File: src/rtl/jtag_tap_param.sv
// Parametrised IEEE 1149.1 TAP controller.
// Owns the boundary-scan cells, a 32-bit IDCODE register, a 1-bit bypass
// register and a user data register. The user register's update latch and
// the debug state are exposed to core logic. TDO is launched on the falling
// edge of tclk.
module jtag_tap_param #(
    parameter int unsigned IR_W    = 4,
    parameter logic [31:0] IDCODE  = 32'h1000_563F,
    parameter int unsigned BSR_LEN = 8,
    parameter int unsigned USER_W  = 8
) (
    input  logic                tclk,
    input  logic                trst,
    input  logic                tms,
    input  logic                tdi,
    output logic                tdo,
    output logic                tdo_en,
    input  logic [BSR_LEN-1:0]  pin_in,
    output logic [BSR_LEN-1:0]  pin_out,
    output logic                extest,
    output logic [USER_W-1:0]   user_dr,
    output logic                user_update,
    output logic [3:0]          state,
    output logic [IR_W-1:0]     ir
);

    // TAP state encoding (debug-visible)
    localparam logic [3:0] S_TLR      = 4'd0;
    localparam logic [3:0] S_RTI      = 4'd1;
    localparam logic [3:0] S_SEL_DR   = 4'd2;
    localparam logic [3:0] S_CAP_DR   = 4'd3;
    localparam logic [3:0] S_SH_DR    = 4'd4;
    localparam logic [3:0] S_EX1_DR   = 4'd5;
    localparam logic [3:0] S_PAUSE_DR = 4'd6;
    localparam logic [3:0] S_EX2_DR   = 4'd7;
    localparam logic [3:0] S_UPD_DR   = 4'd8;
    localparam logic [3:0] S_SEL_IR   = 4'd9;
    localparam logic [3:0] S_CAP_IR   = 4'd10;
    localparam logic [3:0] S_SH_IR    = 4'd11;
    localparam logic [3:0] S_EX1_IR   = 4'd12;
    localparam logic [3:0] S_PAUSE_IR = 4'd13;
    localparam logic [3:0] S_EX2_IR   = 4'd14;
    localparam logic [3:0] S_UPD_IR   = 4'd15;

    // Instruction codes; anything unassigned falls back to bypass
    localparam logic [IR_W-1:0] INS_EXTEST = IR_W'(0);
    localparam logic [IR_W-1:0] INS_IDCODE = IR_W'(1);
    localparam logic [IR_W-1:0] INS_SAMPLE = IR_W'(2);
    localparam logic [IR_W-1:0] INS_USER   = IR_W'(3);
    localparam logic [IR_W-1:0] INS_BYPASS = {IR_W{1'b1}};
    // Capture-IR pattern: ...0001, the two LSBs fixed at 2'b01
    localparam logic [IR_W-1:0] IR_CAPTURE = IR_W'(1);

    logic [3:0]         r_state;
    logic [3:0]         w_state_nxt;
    logic [IR_W-1:0]    r_ir;
    logic [IR_W-1:0]    r_ir_sr;
    logic [31:0]        r_id_sr;
    logic [BSR_LEN-1:0] r_bsr_sr;
    logic [USER_W-1:0]  r_user_sr;
    logic               r_byp;
    logic [BSR_LEN-1:0] r_pin_out;
    logic [USER_W-1:0]  r_user_dr;
    logic               r_user_update;
    logic               r_tdo;
    logic               r_tdo_en;

    logic w_cap_dr, w_sh_dr, w_upd_dr, w_cap_ir, w_sh_ir, w_upd_ir;
    logic w_sel_id, w_sel_bsr, w_sel_user;
    logic w_dr_lsb;

    // Shift candidates: tdi enters at the MSB, everything moves one place right
    logic [IR_W:0]    w_ir_shift;
    logic [32:0]      w_id_shift;
    logic [BSR_LEN:0] w_bsr_shift;
    logic [USER_W:0]  w_user_shift;

    assign w_ir_shift   = {tdi, r_ir_sr};
    assign w_id_shift   = {tdi, r_id_sr};
    assign w_bsr_shift  = {tdi, r_bsr_sr};
    assign w_user_shift = {tdi, r_user_sr};

    // TAP state register
    always_ff @(posedge tclk or posedge trst) begin
        if (trst) begin
            r_state <= S_TLR;
        end else begin
            r_state <= w_state_nxt;
        end
    end

    // Next-state logic: the standard TAP graph driven by tms
    always_comb begin
        w_state_nxt = S_TLR;
        case (r_state)
            S_TLR:      w_state_nxt = tms ? S_TLR      : S_RTI;
            S_RTI:      w_state_nxt = tms ? S_SEL_DR   : S_RTI;
            S_SEL_DR:   w_state_nxt = tms ? S_SEL_IR   : S_CAP_DR;
            S_CAP_DR:   w_state_nxt = tms ? S_EX1_DR   : S_SH_DR;
            S_SH_DR:    w_state_nxt = tms ? S_EX1_DR   : S_SH_DR;
            S_EX1_DR:   w_state_nxt = tms ? S_UPD_DR   : S_PAUSE_DR;
            S_PAUSE_DR: w_state_nxt = tms ? S_EX2_DR   : S_PAUSE_DR;
            S_EX2_DR:   w_state_nxt = tms ? S_UPD_DR   : S_SH_DR;
            S_UPD_DR:   w_state_nxt = tms ? S_SEL_DR   : S_RTI;
            S_SEL_IR:   w_state_nxt = tms ? S_TLR      : S_CAP_IR;
            S_CAP_IR:   w_state_nxt = tms ? S_EX1_IR   : S_SH_IR;
            S_SH_IR:    w_state_nxt = tms ? S_EX1_IR   : S_SH_IR;
            S_EX1_IR:   w_state_nxt = tms ? S_UPD_IR   : S_PAUSE_IR;
            S_PAUSE_IR: w_state_nxt = tms ? S_EX2_IR   : S_PAUSE_IR;
            S_EX2_IR:   w_state_nxt = tms ? S_UPD_IR   : S_SH_IR;
            S_UPD_IR:   w_state_nxt = tms ? S_SEL_DR   : S_RTI;
            default:    w_state_nxt = S_TLR;
        endcase
    end

    // State decode: which register action the current state requests
    always_comb begin
        w_cap_dr = 1'b0;
        w_sh_dr  = 1'b0;
        w_upd_dr = 1'b0;
        w_cap_ir = 1'b0;
        w_sh_ir  = 1'b0;
        w_upd_ir = 1'b0;
        case (r_state)
            S_CAP_DR: w_cap_dr = 1'b1;
            S_SH_DR:  w_sh_dr  = 1'b1;
            S_UPD_DR: w_upd_dr = 1'b1;
            S_CAP_IR: w_cap_ir = 1'b1;
            S_SH_IR:  w_sh_ir  = 1'b1;
            S_UPD_IR: w_upd_ir = 1'b1;
            default:  w_cap_dr = 1'b0;
        endcase
    end

    // Instruction decode into a DR select; all-ones is checked first so it always means bypass
    always_comb begin
        w_sel_id   = 1'b0;
        w_sel_bsr  = 1'b0;
        w_sel_user = 1'b0;
        if (r_ir == INS_BYPASS) begin
            w_sel_id = 1'b0;
        end else if (r_ir == INS_IDCODE) begin
            w_sel_id = 1'b1;
        end else if ((r_ir == INS_EXTEST) || (r_ir == INS_SAMPLE)) begin
            w_sel_bsr = 1'b1;
        end else if (r_ir == INS_USER) begin
            w_sel_user = 1'b1;
        end else begin
            w_sel_id = 1'b0;
        end
    end

    // Serial output bit of whichever DR is selected
    always_comb begin
        w_dr_lsb = r_byp;
        if (w_sel_id) begin
            w_dr_lsb = r_id_sr[0];
        end else if (w_sel_bsr) begin
            w_dr_lsb = r_bsr_sr[0];
        end else if (w_sel_user) begin
            w_dr_lsb = r_user_sr[0];
        end else begin
            w_dr_lsb = r_byp;
        end
    end

    // Instruction shift register: capture 01 pattern, shift in Shift-IR
    always_ff @(posedge tclk or posedge trst) begin
        if (trst) begin
            r_ir_sr <= '0;
        end else if (w_cap_ir) begin
            r_ir_sr <= IR_CAPTURE;
        end else if (w_sh_ir) begin
            r_ir_sr <= w_ir_shift[IR_W:1];
        end else begin
            r_ir_sr <= r_ir_sr;
        end
    end

    // Active instruction: forced to IDCODE whenever TLR is entered or held
    always_ff @(posedge tclk or posedge trst) begin
        if (trst) begin
            r_ir <= INS_IDCODE;
        end else if (w_state_nxt == S_TLR) begin
            r_ir <= INS_IDCODE;
        end else if (w_upd_ir) begin
            r_ir <= r_ir_sr;
        end else begin
            r_ir <= r_ir;
        end
    end

    // IDCODE shift register
    always_ff @(posedge tclk or posedge trst) begin
        if (trst) begin
            r_id_sr <= '0;
        end else if (w_sel_id && w_cap_dr) begin
            r_id_sr <= IDCODE;
        end else if (w_sel_id && w_sh_dr) begin
            r_id_sr <= w_id_shift[32:1];
        end else begin
            r_id_sr <= r_id_sr;
        end
    end

    // Boundary-scan shift register: captures pad/core values
    always_ff @(posedge tclk or posedge trst) begin
        if (trst) begin
            r_bsr_sr <= '0;
        end else if (w_sel_bsr && w_cap_dr) begin
            r_bsr_sr <= pin_in;
        end else if (w_sel_bsr && w_sh_dr) begin
            r_bsr_sr <= w_bsr_shift[BSR_LEN:1];
        end else begin
            r_bsr_sr <= r_bsr_sr;
        end
    end

    // User shift register: captures the current user latch for read-back
    always_ff @(posedge tclk or posedge trst) begin
        if (trst) begin
            r_user_sr <= '0;
        end else if (w_sel_user && w_cap_dr) begin
            r_user_sr <= r_user_dr;
        end else if (w_sel_user && w_sh_dr) begin
            r_user_sr <= w_user_shift[USER_W:1];
        end else begin
            r_user_sr <= r_user_sr;
        end
    end

    // Bypass bit: captures 0 so the scan-out leads with a known value
    always_ff @(posedge tclk or posedge trst) begin
        if (trst) begin
            r_byp <= 1'b0;
        end else if (!w_sel_id && !w_sel_bsr && !w_sel_user && w_cap_dr) begin
            r_byp <= 1'b0;
        end else if (!w_sel_id && !w_sel_bsr && !w_sel_user && w_sh_dr) begin
            r_byp <= tdi;
        end else begin
            r_byp <= r_byp;
        end
    end

    // Boundary-scan update latches: only change in Update-DR
    always_ff @(posedge tclk or posedge trst) begin
        if (trst) begin
            r_pin_out <= '0;
        end else if (w_sel_bsr && w_upd_dr) begin
            r_pin_out <= r_bsr_sr;
        end else begin
            r_pin_out <= r_pin_out;
        end
    end

    // User update latch and its single-cycle strobe
    always_ff @(posedge tclk or posedge trst) begin
        if (trst) begin
            r_user_dr     <= '0;
            r_user_update <= 1'b0;
        end else if (w_sel_user && w_upd_dr) begin
            r_user_dr     <= r_user_sr;
            r_user_update <= 1'b1;
        end else begin
            r_user_dr     <= r_user_dr;
            r_user_update <= 1'b0;
        end
    end

    // TDO launch on the falling edge, half a cycle ahead of the next shift
    always_ff @(negedge tclk or posedge trst) begin
        if (trst) begin
            r_tdo    <= 1'b0;
            r_tdo_en <= 1'b0;
        end else if (w_sh_ir) begin
            r_tdo    <= r_ir_sr[0];
            r_tdo_en <= 1'b1;
        end else if (w_sh_dr) begin
            r_tdo    <= w_dr_lsb;
            r_tdo_en <= 1'b1;
        end else begin
            r_tdo    <= 1'b0;
            r_tdo_en <= 1'b0;
        end
    end

    assign tdo         = r_tdo;
    assign tdo_en      = r_tdo_en;
    assign pin_out     = r_pin_out;
    assign extest      = (r_ir == INS_EXTEST);
    assign user_dr     = r_user_dr;
    assign user_update = r_user_update;
    assign state       = r_state;
    assign ir          = r_ir;

endmodule

File: config.mk
export PLATFORM = sky130hd
export DESIGN_NAME = jtag_tap_param
export DESIGN_NICKNAME = d
export VERILOG_FILES = /design/src/rtl/jtag_tap_param.sv
export SDC_FILE = /design/constraint.sdc
export NUM_CORES = 1
export LEC_CHECK = 0
export ABC_CLOCK_PERIOD_IN_PS = 9000
export CAP_MARGIN = 25
export CORE_UTILIZATION = 30
export CTS_CLUSTER_SIZE = 24
export DETAILED_ROUTE_END_ITERATION = 8
export SETUP_SLACK_MARGIN = 0.05
export SLEW_MARGIN = 20
export SYNTH_ARGS = -nofsm -noshare
export SYNTH_HDL_FRONTEND = slang
export SYNTH_SLANG_ARGS = --single-unit
File: constraint.sdc
create_clock -name tclk -period 9 [get_ports tclk]
set_input_delay 2.7 -clock tclk [delete_from_list [all_inputs] [get_ports tclk]]
set_output_delay 2.7 -clock tclk [all_outputs]
set_load 0.005 [all_outputs]
=== Yosys cells after proc, flatten, opt, wreduce, memory -nomap -nowiden ===
Cells that the tools add are included.

* Register bits: 80
* Input port bits: 12
* Output and inout bits: 28

* Equality and inequality tests: 19
* Mux-type cells: 48
* Reduce and logical (&&, ||, !) cells: 28

{| class="wikitable"
|+ Operators by type and width
! kind !! count
|-
| $mux 32 || 2
|-
| $pmux 4 s12 || 1
|-
| $eq 4x4->1 const B || 9
|-
| $mux 4 || 8
|-
| $mux 8 || 4
|-
| $mux 1 || 28
|-
| $eq 4x2->1 const B || 4
|-
| $eq 4x3->1 const B || 4
|-
| $logic_and 1x1->1 || 12
|-
| $logic_not 4->1 || 3
|-
| $reduce_bool 2->1 || 6
|-
| $eq 4x1->1 const B || 2
|-
| $mux 2 || 3
|-
| $mux 3 || 2
|-
| $reduce_or 2->1 || 2
|-
| $logic_not 1->1 || 3
|-
| $reduce_or 3->1 || 1
|-
| $logic_or 1x1->1 || 1
|}

=== Depth between registers and ports, before layout ===
Gate-level depths: netlist of the first run.

* Depth after elaboration: 11
* Depth in mapped cells: 7

==> results.json, run 1 <==
{
  "status": "finished clean",
  "drt_iter0_markers": 175,
  "maxSlewViolCount": 0,
  "setup-tns-final_ns": 0,
  "gp_congestion": 0.7155,
  "hold_slack_ns": 0.5024,
  "overflow": 0,
  "wirelength_mm": 7.119,
  "rr_startpoint": "ir[0]$_DFFE_PP1P_",
  "startpoint_type": "flip-flop",
  "synth_area_um2": 3680,
  "ys_ff_latch": 80,
  "post_cts_resized": 0,
  "wl_per_cell_um": 14.62,
  "avgSynthCellArea_um2": 12.18,
  "clockBufferDepth": 2,
  "synth_flop_cell": "dfrtp_1",
  "p_per_area_nw_per_um2": 309.8,
  "crit_start": "tdo_en$_DFF_NP0_",
  "rsz0062_at_grt": "no",
  "ant_nets": 0,
  "hold_class": "reg2reg",
  "drc": 0,
  "final_cell_area_um2": 4487,
  "crit_fanout": 1,
  "final_common_cell": "dfrtp_1",
  "cts_buffers": 9,
  "io_buffers": 39,
  "syn-num-nets": 314,
  "viasPerCell": 4.786,
  "layout_common_cells": "dfrtp_1, mux2_2, clkdlybuf4s50_1",
  "slew_headroom_pct": 37.35,
  "cts-root-buf": "clkbuf_16",
  "drive_gt1_share_pct": 28.82,
  "seqCellArea_um2": 2003,
  "cp_data_required_time_ns": 6.30,
  "crit_buf_inv": 1,
  "cap_violations": 0,
  "syn_to_final_growth_pct": 21.93,
  "clkTransAtPathRegs_ns": 0.06,
  "initial_utilization_pct": 30.76,
  "diodes": 0,
  "synth_warnings": 0,
  "hold_viol_final": 0,
  "die_h_um": 112.8,
  "p_leak_nw": 2.016,
  "placedInstanceArea_um2": 4207,
  "ys_types": 41,
  "cts-htree-levels": 3,
  "gr-usage-all-layers_pct": 12.29,
  "crit_family": "buffers and inverters",
  "postCtsHoldBufs": 0,
  "end_kind": "output port",
  "dieWidth_um": 112.8,
  "peakVddDrop_mv": 0.1172,
  "grt_antenna_before_repair": 0,
  "grt_pass1_vias": 2338,
  "cp.arrival_ns": 5.72,
  "dr.pass1.iters": 4,
  "rows": 40,
  "clock_latency_ns": 0.34,
  "crit_type": "reg2out",
  "post_cts_buffers": 0,
  "critPathMaxStageDelay_ns": 0.49,
  "async_flop_share_pct": 100.0,
  "crit_slowest_cell": "clkdlybuf4s50_1",
  "clock-sinks": 80,
  "fin_skew_ns": 0.008334,
  "die-area_um2": 12710,
  "multi_input_area_um2": 1524,
  "tightest_slew_ns": 0.9398,
  "grt_max_degree": 46,
  "grt_pass1_wl_mm": 12.24,
  "vias": 2331,
  "syn_inst": 302,
  "path_cells": "clkdlybuf4s50_1",
  "hp-start": "pin_out[3]$_DFFE_PP0P_",
  "nNetsFinal": 347,
  "setup_viol": 0,
  "synth_seq_area_share_pct": 54.44,
  "cts_tree": "done",
  "fillers": 1136,
  "synth_edf_count": 0,
  "boundaryPins": 40,
  "core-area_um2": 11960,
  "place_hpwl_mm": 4.586
}
## synthesized netlist by cell type, types with 3 or more instances
| cell | n | area (µm²) |
|---|---|---|
| clkbuf_1 | 8 | 30.03 |
| nand3b_1 | 3 | 22.52 |
| nor2_1 | 16 | 60.06 |
| inv_1 | 17 | 63.81 |
| buf_4 | 3 | 22.52 |
| mux2_2 | 62 | 698.2 |
| nor4_1 | 8 | 50.05 |
| buf_2 | 8 | 40.04 |
| buf_1 | 3 | 11.26 |
| a211oi_1 | 3 | 22.52 |
| nor3_1 | 4 | 20.02 |
| nand4_1 | 3 | 18.77 |
| a21oi_1 | 5 | 25.02 |
| mux2i_1 | 15 | 150.1 |
| o21ba_2 | 7 | 70.07 |
| o21ai_0 | 5 | 25.02 |
| o221ai_1 | 3 | 26.28 |
| nand2_1 | 23 | 86.33 |
| dfrtp_1 | 77 | 1927 |
## state kept, by name, indices dropped and copies added, names as in the netlist, 4 cells and up
| signal | cells |
|---|---|
| ir | 4 |
| r_ir_sr | 4 |
| r_bsr_sr | 8 |
| pin_out | 8 |
| r_user_sr | 8 |
| user_dr | 8 |
| r_id_sr | 32 |
| state | 4 |
## final timing paths
path / end / slack [ns] / depth (start not counted)
max: tdo_en / 0.58 / 1
max in group asynchronous: tdo_en$_DFF_NP0_ / 1.87 / 2
min: pin_out[3]$_DFFE_PP0P_ / 0.50 / 1
max reg2reg: tdo$_DFF_NP0_ / 2.57 / 3
min reg2reg: pin_out[3]$_DFFE_PP0P_ / 0.50 / 1
min in group asynchronous: state[2]$_DFF_PP0_ / 2.90 / 3
## cell type report
class	count	share of cell area (%)
Sequential cell	80	44.65
Inverter	17	1.506
Multi-Input combinational cell	183	33.97
Clock buffer	9	5.020
Timing Repair Buffer	44	9.537
Tap cell	147	4.099
Clock inverter	7	1.227
## metrics by stage
step | std cells | utilization, % | total power (W) | setup WS (ns)
finish | 487 | 37.51 | 0.001390 | 0.5848
detailed placement | 471 | 35.17 | 0.001061 | 0.9351
floorplan | 302 | - | 0.0009106 | 0.9820
CTS | 487 | 37.51 | 0.001409 | 0.5717
global placement | 471 | 35.17 | 0.001046 | 0.9400
global route | 487 | 37.51 | 0.001485 | 0.5575
## where the power goes
| part | internal [W] | leakage [nW] | total, W | switching [W] |
|---|---|---|---|---|
| combinational | 0.000257 | 0.841 | 0.000471 | 0.000214 |
| sequential | 0.000468 | 1.04 | 0.000577 | 0.000109 |
| clock | 0.000190 | 0.133 | 0.000341 | 0.000152 |
## cell families (layout without fill, tap and decap cells)
| logic type | Yosys count | after routing | share of synthesized area (%) |
|---|---|---|---|
| and+or+nand+nor | 73 | 73 | 10.54 |
| muxes | 77 | 77 | 23.05 |
| AOI/OAI and AO/OA | 31 | 31 | 6.937 |
| DFF | 80 | 80 | 54.44 |
| xor gates and xnor gates | 2 | 2 | 0.4761 |
| buffers and inverters | 39 | 77 | 4.556 |
## routing by layer
metal  track usage, %  vias up  routed length (µm)
li1                 -     1133                   -
met1            17.38     1154                3490
met4            4.533        0                  91
met3            3.642        8                 331
met2            17.74       36                3206
met5                0        -                   0
Note: power is estimated with default switching activity, not from simulation.
==> run 2, diff against run 1 <==
Settings changed: CORE_MARGIN set to 5, CORE_UTILIZATION 30 to 40.
==> results.json, run 2 (synthesis results as in run 1) <==
{
  "status": "finished clean",
  "crit_type": "reg2out",
  "overflow": 0,
  "gp_congestion": 0.7105,
  "drive_gt1_share_pct": 28.61,
  "rows": 35,
  "layoutNonFillerInstCount": 450,
  "fillers": 846,
  "largest_reg_flops": 32,
  "path_cells": "clkdlybuf4s50_1",
  "die_h_um": 105.9,
  "clock-sinks": 80,
  "grt_pass1_vias": 2381,
  "rsz0062_at_grt": "no",
  "initial_utilization_pct": 40.40,
  "layout_common_cells": "dfrtp_1, mux2_2, clkdlybuf4s50_1",
  "diodes": 0,
  "cts_buffers": 9,
  "setup_viol": 0,
  "setup-tns-final_ns": 0,
  "nNetsFinal": 346,
  "grt_max_degree": 79,
  "place_hpwl_mm": 4.375,
  "wirelength_mm": 6.963,
  "grt_antenna_before_repair": 0,
  "cp.arrival_ns": 5.74,
  "critPathMaxStageDelay_ns": 0.50,
  "die-area_um2": 11220,
  "drt_iter0_markers": 127,
  "cap_violations": 0,
  "hold_viol_final": 0,
  "cts_tree": "done",
  "finish.utilization_pct": 48.19,
  "hold_class": "reg2reg",
  "clockBufferDepth": 2,
  "clkTransAtPathRegs_ns": 0.09,
  "crit_buf_inv": 1,
  "p_leak_nw": 1.993,
  "final_common_cell": "dfrtp_1",
  "cp_data_required_time_ns": 6.30,
  "peakVddDrop_mv": 0.1431,
  "core-area_um2": 9109,
  "slew_headroom_pct": 50.01,
  "fin_skew_ns": 0.01831,
  "post_cts_resized": 0,
  "maxSlewViolCount": 0,
  "crit_family": "buffers and inverters",
  "postCtsHoldBufs": 0,
  "crit_slowest_cell": "clkdlybuf4s50_1",
  "seqCellArea_um2": 2003,
  "p_per_area_nw_per_um2": 303.1,
  "drc": 0,
  "tightest_slew_ns": 0.7499,
  "end_kind": "output port",
  "io_buffers": 39,
  "syn_to_final_growth_pct": 19.28,
  "vias": 2312,
  "ant_nets": 0,
  "wl_per_cell_um": 15.47,
  "viasPerCell": 5.138,
  "crit_fanout": 1,
  "dr.pass1.iters": 4,
  "hold_slack_ns": 0.5089,
  "multi_input_area_um2": 1531,
  "gr-usage-all-layers_pct": 13.13,
  "regMostFlops": "r_id_sr",
  "clock_latency_ns": 0.35,
  "grt_pass1_wl_mm": 11.91,
  "cts-root-buf": "clkbuf_8",
  "dieWidth_um": 105.9,
  "boundaryPins": 40,
  "cts-htree-levels": 3,
  "post_cts_buffers": 0,
  "place_inst": 433,
  "startpoint_type": "flip-flop"
}
run 2: per-stage QoR:
step                total power (W)  area [µm²]  setup slack, ns
floorplan                 0.0009106        3684           0.9820
global placement           0.001044        4154           0.9119
detailed placement         0.001057        4154           0.9006
CTS                        0.001334        4358           0.5377
global route               0.001422        4389           0.5267
finish                     0.001331        4389           0.5622
run 2: final timing paths:
kind	start	endpoint	slack, ns	cells past startpoint
worst max-delay path	tdo$_DFF_NP0_	tdo	0.56	1
worst min-delay path	pin_out[3]$_DFFE_PP0P_	pin_out[3]$_DFFE_PP0P_	0.51	1
worst max register to register	ir[0]$_DFFE_PP1P_	tdo$_DFF_NP0_	2.59	3
worst min register to register	pin_out[3]$_DFFE_PP0P_	pin_out[3]$_DFFE_PP0P_	0.51	1
max in group asynchronous	trst	tdo_en$_DFF_NP0_	1.87	2
min in group asynchronous	trst	r_id_sr[6]$_DFFE_PP0P_	2.97	3
run 2: power by group:
part	switching [W]	internal (W)
logic	0.000213	0.000267
clock network	0.000134	0.000137
registers	0.000111	0.000468
total	0.000459	0.000872
run 2: layout make-up:
class	instances	area share [%]
Clock buffer	10	3.136
Clock inverter	6	1.511
Inverter	17	1.539
Multi-Input combinational cell	183	34.89
Sequential cell	80	45.64
Tap cell	111	3.164
Timing Repair Buffer	43	10.12
run 2: per-layer routing:
layer	global-route usage (%)	share of wire, %
met4	4.163	1.0
met3	4.311	4.2
met2	19.76	45
met5	0	0
met1	17.98	49
